### src/rtl/kbd_event_ctrl_if.sv
// kbd_event_ctrl bus: PS/2 receiver FIFO pop side plus
// the decoded-event valid/ready consumer port.
interface kbd_event_ctrl_if #(
  parameter int DEPTH = 8
);
  localparam int CW = $clog2(DEPTH) + 1;

  logic          ps2_ready;
  logic [7:0]    ps2_data;
  logic          ps2_overflow;
  logic          ps2_nextdata_n;
  logic          evt_valid;
  logic          evt_ready;
  logic [9:0]    evt_data;
  logic [2:0]    evt_mods;
  logic [CW-1:0] evt_count;

  modport master (
    input  ps2_ready,
    input  ps2_data,
    input  ps2_overflow,
    input  evt_ready,
    output ps2_nextdata_n,
    output evt_valid,
    output evt_data,
    output evt_mods,
    output evt_count
  );

  modport slave (
    output ps2_ready,
    output ps2_data,
    output ps2_overflow,
    output evt_ready,
    input  ps2_nextdata_n,
    input  evt_valid,
    input  evt_data,
    input  evt_mods,
    input  evt_count
  );
endinterface

### src/rtl/kbd_event_ctrl.sv
// PS/2 scan-code sequencer, modifier tracker and event FIFO.
// Optional make-repeat suppression: KBD_TYPEMATIC_FILTER_EN.
module kbd_event_ctrl #(
  parameter int DEPTH = 8
) (
  input  logic             clk,
  input  logic             clr,
  kbd_event_ctrl_if.master bus,
  output logic             ctrl_led,
  output logic             shift_led,
  output logic             caps_led,
  output logic             err_drop,
  output logic             err_ovf,
  input  logic             err_clr
);

  localparam int AW = $clog2(DEPTH);
  localparam int CW = AW + 1;

  typedef enum logic [1:0] {
    IDLE,
    ACK,
    PARSE
  } state_t;

  state_t     state_q, state_d;
  logic [7:0] byte_q;
  logic       nd_q, nd_d;
  logic       latch;
  logic       ext_q, ext_d;
  logic       brk_q, brk_d;
  logic       ctrl_q, ctrl_d;
  logic       shift_q, shift_d;
  logic       caps_q, caps_d;
  logic       held_q, held_d;
  logic       is_evt;
  logic       filt_hit;
  logic       push;

  always_comb begin
    state_d = state_q;
    nd_d    = 1'b1;
    latch   = 1'b0;
    ext_d   = ext_q;
    brk_d   = brk_q;
    ctrl_d  = ctrl_q;
    shift_d = shift_q;
    caps_d  = caps_q;
    held_d  = held_q;
    is_evt  = 1'b0;
    unique case (state_q)
      IDLE: begin
        if (bus.ps2_ready) begin
          latch   = 1'b1;
          nd_d    = 1'b0;
          state_d = ACK;
        end
      end
      ACK: state_d = PARSE;
      PARSE: begin
        state_d = IDLE;
        unique case (byte_q)
          8'hE0: ext_d = 1'b1;
          8'hF0: brk_d = 1'b1;
          8'hAA, 8'hFA, 8'hE1: ;
          default: begin
            is_evt = 1'b1;
            ext_d  = 1'b0;
            brk_d  = 1'b0;
            unique case (byte_q)
              8'h14: ctrl_d = !brk_q;
              8'h12, 8'h59: shift_d = !brk_q;
              8'h58: begin
                // caps toggles once per physical press
                if (brk_q) begin
                  held_d = 1'b0;
                end else begin
                  if (!held_q) caps_d = !caps_q;
                  held_d = 1'b1;
                end
              end
              default: ;
            endcase
          end
        endcase
      end
      default: state_d = IDLE;
    endcase
  end

`ifdef KBD_TYPEMATIC_FILTER_EN
  logic       trk_v_q;
  logic [8:0] trk_q;
  logic       trk_match;

  assign trk_match = trk_v_q && (trk_q == {ext_q, byte_q});
  assign filt_hit  = is_evt && !brk_q && trk_match;

  always_ff @(posedge clk or posedge clr) begin
    if (clr) begin
      trk_v_q <= 1'b0;
      trk_q   <= '0;
    end else if (is_evt) begin
      if (!brk_q) begin
        trk_v_q <= 1'b1;
        trk_q   <= {ext_q, byte_q};
      end else if (trk_match) begin
        trk_v_q <= 1'b0;
      end
    end
  end
`else
  assign filt_hit = 1'b0;
`endif

  assign push = is_evt && !filt_hit;

  always_ff @(posedge clk or posedge clr) begin
    if (clr) begin
      state_q <= IDLE;
      nd_q    <= 1'b1;
      byte_q  <= '0;
      ext_q   <= 1'b0;
      brk_q   <= 1'b0;
      ctrl_q  <= 1'b0;
      shift_q <= 1'b0;
      caps_q  <= 1'b0;
      held_q  <= 1'b0;
    end else begin
      state_q <= state_d;
      nd_q    <= nd_d;
      if (latch) byte_q <= bus.ps2_data;
      ext_q   <= ext_d;
      brk_q   <= brk_d;
      ctrl_q  <= ctrl_d;
      shift_q <= shift_d;
      caps_q  <= caps_d;
      held_q  <= held_d;
    end
  end

  logic [9:0]    data_mem [DEPTH];
  logic [2:0]    mods_mem [DEPTH];
  logic [CW-1:0] wr_q, rd_q, count;
  logic          full, empty, pop, wr_en, drop;

  assign count = wr_q - rd_q;
  assign full  = (count == CW'(DEPTH));
  assign empty = (count == '0);
  assign pop   = bus.evt_ready && !empty;
  // a full FIFO still takes a push when the head leaves this cycle
  assign wr_en = push && (!full || pop);
  assign drop  = push && full && !pop;

  always_ff @(posedge clk) begin
    if (wr_en) begin
      data_mem[wr_q[AW-1:0]] <= {ext_q, brk_q, byte_q};
      mods_mem[wr_q[AW-1:0]] <= {caps_d, shift_d, ctrl_d};
    end
  end

  always_ff @(posedge clk or posedge clr) begin
    if (clr) begin
      wr_q     <= '0;
      rd_q     <= '0;
      err_drop <= 1'b0;
      err_ovf  <= 1'b0;
    end else begin
      if (wr_en) wr_q <= wr_q + 1'b1;
      if (pop)   rd_q <= rd_q + 1'b1;
      if (drop)         err_drop <= 1'b1;
      else if (err_clr) err_drop <= 1'b0;
      if (bus.ps2_overflow) err_ovf <= 1'b1;
      else if (err_clr)     err_ovf <= 1'b0;
    end
  end

  assign bus.ps2_nextdata_n = nd_q;
  assign bus.evt_valid      = !empty;
  assign bus.evt_count      = count;
  assign bus.evt_data       = empty ? '0 : data_mem[rd_q[AW-1:0]];
  assign bus.evt_mods       = empty ? '0 : mods_mem[rd_q[AW-1:0]];
  assign ctrl_led           = ctrl_q;
  assign shift_led          = shift_q;
  assign caps_led           = caps_q;

endmodule
### src/flat_wrapper.sv
// flat-port wrapper written by rule: the top's interface ports become plain ports
module kbd_event_ctrl_flat 
#(
  parameter int DEPTH = 8
)
  (clk, clr, ctrl_led, shift_led, caps_led, err_drop, err_ovf, err_clr, bus_ps2_ready, bus_ps2_data, bus_ps2_overflow, bus_evt_ready, bus_ps2_nextdata_n, bus_evt_valid, bus_evt_data, bus_evt_mods, bus_evt_count);
  kbd_event_ctrl_if #(.DEPTH(DEPTH)) bus_i ();
  input  logic clk;
  input  logic clr;
  output logic ctrl_led;
  output logic shift_led;
  output logic caps_led;
  output logic err_drop;
  output logic err_ovf;
  input  logic err_clr;
  input wire logic [$bits(bus_i.ps2_ready)-1:0] bus_ps2_ready;
  input wire logic [$bits(bus_i.ps2_data)-1:0] bus_ps2_data;
  input wire logic [$bits(bus_i.ps2_overflow)-1:0] bus_ps2_overflow;
  input wire logic [$bits(bus_i.evt_ready)-1:0] bus_evt_ready;
  output wire logic [$bits(bus_i.ps2_nextdata_n)-1:0] bus_ps2_nextdata_n;
  output wire logic [$bits(bus_i.evt_valid)-1:0] bus_evt_valid;
  output wire logic [$bits(bus_i.evt_data)-1:0] bus_evt_data;
  output wire logic [$bits(bus_i.evt_mods)-1:0] bus_evt_mods;
  output wire logic [$bits(bus_i.evt_count)-1:0] bus_evt_count;
  assign bus_i.ps2_ready = bus_ps2_ready;
  assign bus_i.ps2_data = bus_ps2_data;
  assign bus_i.ps2_overflow = bus_ps2_overflow;
  assign bus_i.evt_ready = bus_evt_ready;
  assign bus_ps2_nextdata_n = bus_i.ps2_nextdata_n;
  assign bus_evt_valid = bus_i.evt_valid;
  assign bus_evt_data = bus_i.evt_data;
  assign bus_evt_mods = bus_i.evt_mods;
  assign bus_evt_count = bus_i.evt_count;
  kbd_event_ctrl #(.DEPTH(DEPTH)) u_core (.clk(clk), .clr(clr), .bus(bus_i), .ctrl_led(ctrl_led), .shift_led(shift_led), .caps_led(caps_led), .err_drop(err_drop), .err_ovf(err_ovf), .err_clr(err_clr));
endmodule
### config.mk
export PLATFORM = sky130hd
export DESIGN_NAME = kbd_event_ctrl_flat
export DESIGN_NICKNAME = d
export VERILOG_FILES = /design/src/rtl/kbd_event_ctrl_if.sv /design/src/rtl/kbd_event_ctrl.sv /design/src/flat_wrapper.sv
export SDC_FILE = /design/constraint.sdc
export NUM_CORES = 1
export LEC_CHECK = 0
export ABC_AREA = 1
export BUFFER_PORTS_ARGS = -buffer_cell sky130_fd_sc_hd__buf_2
export CAP_MARGIN = 40
export CORE_UTILIZATION = 41
export CTS_BUF_LIST = sky130_fd_sc_hd__clkbuf_4 sky130_fd_sc_hd__clkbuf_8
export DETAILED_ROUTE_END_ITERATION = 10
export PLACE_DENSITY = 0.56
export SYNTH_ARGS = -nofsm -noshare
export SYNTH_HDL_FRONTEND = slang
export SYNTH_SLANG_ARGS = --single-unit
### constraint.sdc
create_clock -name clk -period 3.78 [get_ports clk]
set_input_delay 0.189 -clock clk [delete_from_list [all_inputs] [get_ports clk]]
set_output_delay 0.189 -clock clk [all_outputs]
set_load 0.005 [all_outputs]
==> metrics.txt, run 1 <==
DRT antenna net count=0; fill cell count=between 1,000 and 1,500; port bufs=37; Die Ht=roughly 120 um; final design utilization=0.491; synthesized area=5810 um2; area of the core=13,900 um2; Root Driver=clkbuf_8; starting density of the core=0.419; Setup crit end kind=flip-flop; library cells used by synthesis=32; multi-input logic area=about 1700 um2; Max-Cap Viols=0; main flop type after synthesis=edfxtp_1; kind of critical path=reg -> reg; num ports=38; final instance area=6810 um2; Worst slew margin=0.458; Yosys top cell by area=edfxtp_1; Final nets=about 590; WP data required=~4000 ps; Synth area leaders=edfxtp_1 54%, dfrtp_1 11%, nand2_1 5.7%, mux2_2 5.0%, o21ai_0 4.3%; status=finished, final reports clean; Avg WL per Cell=roughly 17 um; Die X-Extent=around 120 um; First DRT Iteration DRCs=between 200 and 300; register area=about 3800 um2; Worst Tran Pin Value=between 800 and 900 ps; EDFF count, synth=104; most common library cells after synthesis=104 x edfxtp_1, 89 x nand2_1, 57 x inv_1; initial antenna violation count=0; synthesized flop and latch total=approximately 130; clock transition at the registers of the reported paths=70 ps; largest net degree at the start of global routing=82; P per Cell Area=approximately 750 nW/um2; reg2reg setup slack=approximately 810 ps; Syn Area/Cell=~11 um2; RSZ-0062 raised after global routing=no; Post-Syn Nets=532; final hold vios=0; Rows=43; gpl congestion=roughly 0.95; kind of start point of the critical path=flip-flop; static leakage=~0.0028 uW; Post-Layout Cell Count=about 770; arrival time at the worst endpoint=roughly 3100 ps; worst skew pair latency=450 ps; Finish-stage setup viols=0; DR pass1 iterations=5; Setup TNS=0 ps; Yosys top cell area share=0.537; Placed Area=between 6000 and 7000 um2; Layout area overhead=17.2%; crit path time final=~3000 ps; Max Clk Rate=roughly 340 MHz; post-synthesis sequential area ratio=0.654; crit share post-route=0.785; grt ovf=0; Max VDD drop=approximately 0.42 mV; crit path max fanout=8; fraction of layout cells with a size suffix above 1=0.218; ys async rst share=0.206; gr usage total=0.193; Ys Warns=0; die area=between 10,000 and 15,000 um2; TritonCTS Buffers=17; diodes inserted=0; Clock Skew=6.55 ps; Slew Limit Fails=0; Vias=3,842; clk sinks=131; Post-CTS Setup Bufs=0; Detailed Route WL=between 10 and 15 mm; Hold Crit Class=in -> reg; cells after synthesis=a little over 500; DRC viols=0; clk buf depth=2; H-tree Lvls=4; vias in the first global route=between 3,000 and 4,000; most common cell in the netlist=edfxtp_1; first-pass GRT wire length=20.1 mm; dpl hpwl=slightly above 9 mm; TritonCTS clock tree=built; dpl cells=a little over 700; Avg Vias per Cell=~5.0
## worst paths after layout
path	cells past startpoint	startpoint	to
setup / recovery	11	u_core.wr_q[0]	u_core.data_mem[4][1]
hold / removal	4	bus_evt_ready	u_core.rd_q[1]
setup reg to reg	11	u_core.wr_q[0]	u_core.data_mem[4][1]
hold reg to reg	1	u_core.state_q[1]	u_core.state_q[1]
max in group asynchronous	4	clr	u_core.bus.ps2_nextdata_n
min in group asynchronous	3	clr	u_core.wr_q[3]
## cell families (layout without fill, tap and decap cells)
kind of cell	count (synthesis)	after routing	share of synthesized area
adders and majority gates	6	6	0.0142
AOI/OAI and AO/OA	98	98	0.0867
DFF	131	131	0.654
muxes	26	26	0.0504
buffers and inverters	79	154	0.0590
and+or+nand+nor	163	163	0.122
xor gates and xnor gates	9	9	0.0136
## registers in the layout, indices dropped and copies added (netlist names), 2 cells and up
register         flops
u_core.state_q       2
u_core.mods_mem     24
u_core.byte_q        8
u_core.wr_q          4
u_core.data_mem     80
u_core.rd_q          4
## power breakdown
group          total (uW)  internal (uW)  switching (uW)  leakage (uW)
clock                1330            782             543      0.000226
combinational        1800            692            1110       0.00126
sequential           2000           1800             205       0.00128
total                5130           3270            1860       0.00277
## cells in the final DEF (no fill, tap or decap), types with 4 or more instances in the layout
cell,Yosys,routed
ha_1,5,5
nand2_2,6,6
nor2_1,35,35
o21ai_0,50,50
xor2_1,4,4
edfxtp_1,104,104
dfrtp_1,26,25
inv_1,57,57
nand4_1,5,5
buf_2,4,37
clkbuf_8,0,20
buf_4,3,11
mux2_2,26,26
o21ai_1,12,12
nand2_1,89,89
xnor2_1,5,5
nand3_1,18,18
bufinv_16,0,4
a21oi_1,30,30
dlygate4sd3_1,0,12
o21bai_1,5,5
## per-stage QoR
step / setup WS (ps) / power [uW] / hold slack (ps)
CTS: 803 / 5160 / 62.8
detailed placement: 823 / 3820 / 266
finish: 814 / 5130 / 88.4
floorplan: 999 / 3190 / 241
global placement: 690 / 3790 / 363
global route: 599 / 5450 / 97.1
## timing repair
action                                 CTS  global route
gates resized for setup                  0             0
endpoints found under the hold margin   21             0
hold buffers                            12             0
## metal layers
metal	global-route usage	up-vias	routed length [um]
met3	0.0437	39	638
met2	0.282	119	5840
met1	0.267	1812	6110
li1	-	1872	-
met5	0	-	0
met4	0.106	0	454
## worst max-delay path: stages (launching register included)
cell	delay (ps)
dfrtp_1	440
inv_1	190
ha_1	180
inv_1	70
fa_1	550
inv_1	40
nand2_1	50
nor2_1	70
nand4_2	200
nand2_4	130
nor2_1	540
buf_6	230
## layout make-up
type                       instances  share of cell area
sequential                       131               0.558
multi-input combinational        302               0.245
timing repair buffer              63              0.0643
clock buffer                      21              0.0415
tap                              180              0.0331
inverter                          59              0.0325
clock inverter                    11              0.0257
(Power assumes the default switching activity.)
==> run 2: changes to the inputs <==
Settings changed: PLACE_DENSITY 0.56 to 0.58.
Clock period 3.78 ns to 2.7 ns, I/O delays scaled along.
==> run 2 against run 1 <==
Routed wire length grew 4.1%. Global-route usage up 0.42 points. Worst hold slack got worse by 35 ps. Clock skew rose by 2.0 ps. Flip-flop and latch count unchanged. Critical path type is now reg -> out.
==> metrics.txt, run 2 (same netlist as run 1, synthesis figures left out) <==
reg2reg setup slack=roughly 280 ps; starting density of the core=0.419; DRC viols=0; kind of start point of the critical path=flip-flop; dpl hpwl=9.28 mm; Vias=roughly 3,900; Worst path max stage delay=between 400 and 500 ps; CP Depth=7; clk buf depth=2; Avg WL per Cell=about 17 um; Hold Crit Class=in -> reg; final hold vios=0; crit path to=bus_evt_data[1]; FF-to-FF End=u_core.data_mem[6][5]; gr usage total=0.198; initial antenna violation count=0; final design utilization=0.503; Worst slew margin=0.581; top cell family by delay on the critical path=buffers and inverters; clock transition at the registers of the reported paths=80 ps; clk sinks=approximately 130; Detailed Route WL=13.6 mm; Avg Vias per Cell=approximately 4.9; gpl congestion=0.876; max reg flops=80; crit path from=u_core.rd_q[0]; first-pass GRT wire length=~21 mm; static leakage=between 0.002 and 0.003 uW; port bufs=37; WP data required=around 2600 ps; TritonCTS Buffers=17; Die X-Extent=between 100 and 150 um; num ports=38; TritonCTS clock tree=built; area of the core=roughly 14,000 um2; Layout area overhead=20.0%; arrival time at the worst endpoint=2420 ps; Clock Skew=approximately 8.5 ps; most frequent cells in the layout=104 x edfxtp_1, 89 x nand2_1, 57 x inv_1; fill cell count=roughly 1,300; die area=between 10,000 and 15,000 um2; Max-Cap Viols=0; crit path max fanout=between 80 and 90; Setup TNS=0 ps; Final Total Pwr=approximately 7400 uW; PnR worst setup slack=143 ps; DR pass1 iterations=5; RSZ-0062 raised after global routing=no; Rows=between 40 and 50; largest net degree at the start of global routing=around 80; Root Driver=clkbuf_8; diodes inserted=0; commonest non-fill, non-tap cell in the layout=edfxtp_1; CP bufs+invs=2; First DRT Iteration DRCs=220; reg2reg start=u_core.wr_q[0]; kind of critical path=reg -> out; Critical Path, Cell by Cell=buf_6 -> mux2_2 -> o21ai_0 -> nand2_1 -> nand2_1 -> nor2_1 -> buf_2; Setup crit end kind=output pin; vias in the first global route=roughly 3,800; wire length on met3=between 600 and 700 um; H-tree Lvls=4; Crit path top cell by count=nand2_1; Final nets=around 620; Worst Tran Pin Value=between 600 and 700 ps; fraction of layout cells with a size suffix above 1=0.254; Slew Limit Fails=0; P per Cell Area=approximately 1100 nW/um2; Setup WS pre-CTS=80.2 ps; M1 wire length=between 6 and 7 mm; DRT antenna net count=0; critical path's slowest cell=buf_6; Placed Area=6390 um2; worst skew pair latency=about 440 ps; Reg2Reg Depth=11; grt ovf=0; Finish-stage setup viols=0; Max Clk Rate=391 MHz; status=finished, final reports clean; crit path time final=2560 ps; crit share post-route=0.947; final instance area=roughly 7000 um2; top routing layer used=met4; Die Ht=around 120 um; Max VDD drop=0.567 mV; met2 wire len=around 6.6 mm
[run 2: worst reg2reg max path, cell delays in order (launching register included)]
cell	delay, ps
dfrtp_1	390
inv_1	70
ha_1	140
inv_1	60
fa_1	540
inv_1	50
nand2_1	70
nor2_2	50
nand4_2	130
nand2_4	90
nor2_2	280
buf_4	240
[run 2: layout make-up]
type,count,area [um2],area share
flip-flops and latches,131,3800,0.545
multi-input cells,302,1700,0.243
repair buffers,86,599,0.0859
clock buffers,19,255,0.0366
inverters,59,229,0.0328
well taps,180,225,0.0323
clock inverters,13,160,0.0230
repair inverters,1,8.76,0.00126
[run 2: metrics by stage]
step / hold slack [ps] / instances
2_1_floorplan: 187 / 512
3_3_place_gp: 217 / 741
3_5_place_dp: 221 / 745
4_1_cts: 28.4 / 789
5_1_grt: 45.5 / 791
6_report: 53.0 / 791
[run 2: how the worst min path moves through the flow]
stage	from	end	slack, ps	cells past startpoint
after floorplan	clr	u_core.brk_q	190	1
after global placement	clr	u_core.err_drop	220	3
after detailed placement	clr	u_core.err_drop	220	3
after CTS	bus_evt_ready	u_core.rd_q[3]	30	4
after global routing	bus_evt_ready	u_core.rd_q[3]	50	4
final	bus_evt_ready	u_core.rd_q[3]	50	4
[run 2: report_power, final]
part / leakage (uW) / switching [uW] / internal, uW
registers: 0.00128 / 206 / 2510
logic: 0.00138 / 1800 / 1200
clock network: 0.000209 / 772 / 946
[run 2: layer usage]
metal	up-vias	track usage
li1	1920	-
met1	1823	0.265
met2	94	0.311
met3	14	0.0526
met4	0	0.0640
met5	-	0
[run 2: timing repair]
action / CTS / global route
gates resized for setup: 2 / 10
cloned: 0 / 1
buffers inserted: 0 / 1
pin swaps: 0 / 1
hold buffers: 12 / 0
endpoints found under the hold margin: 37 / 0
setup endpoints to repair: 13 / 21
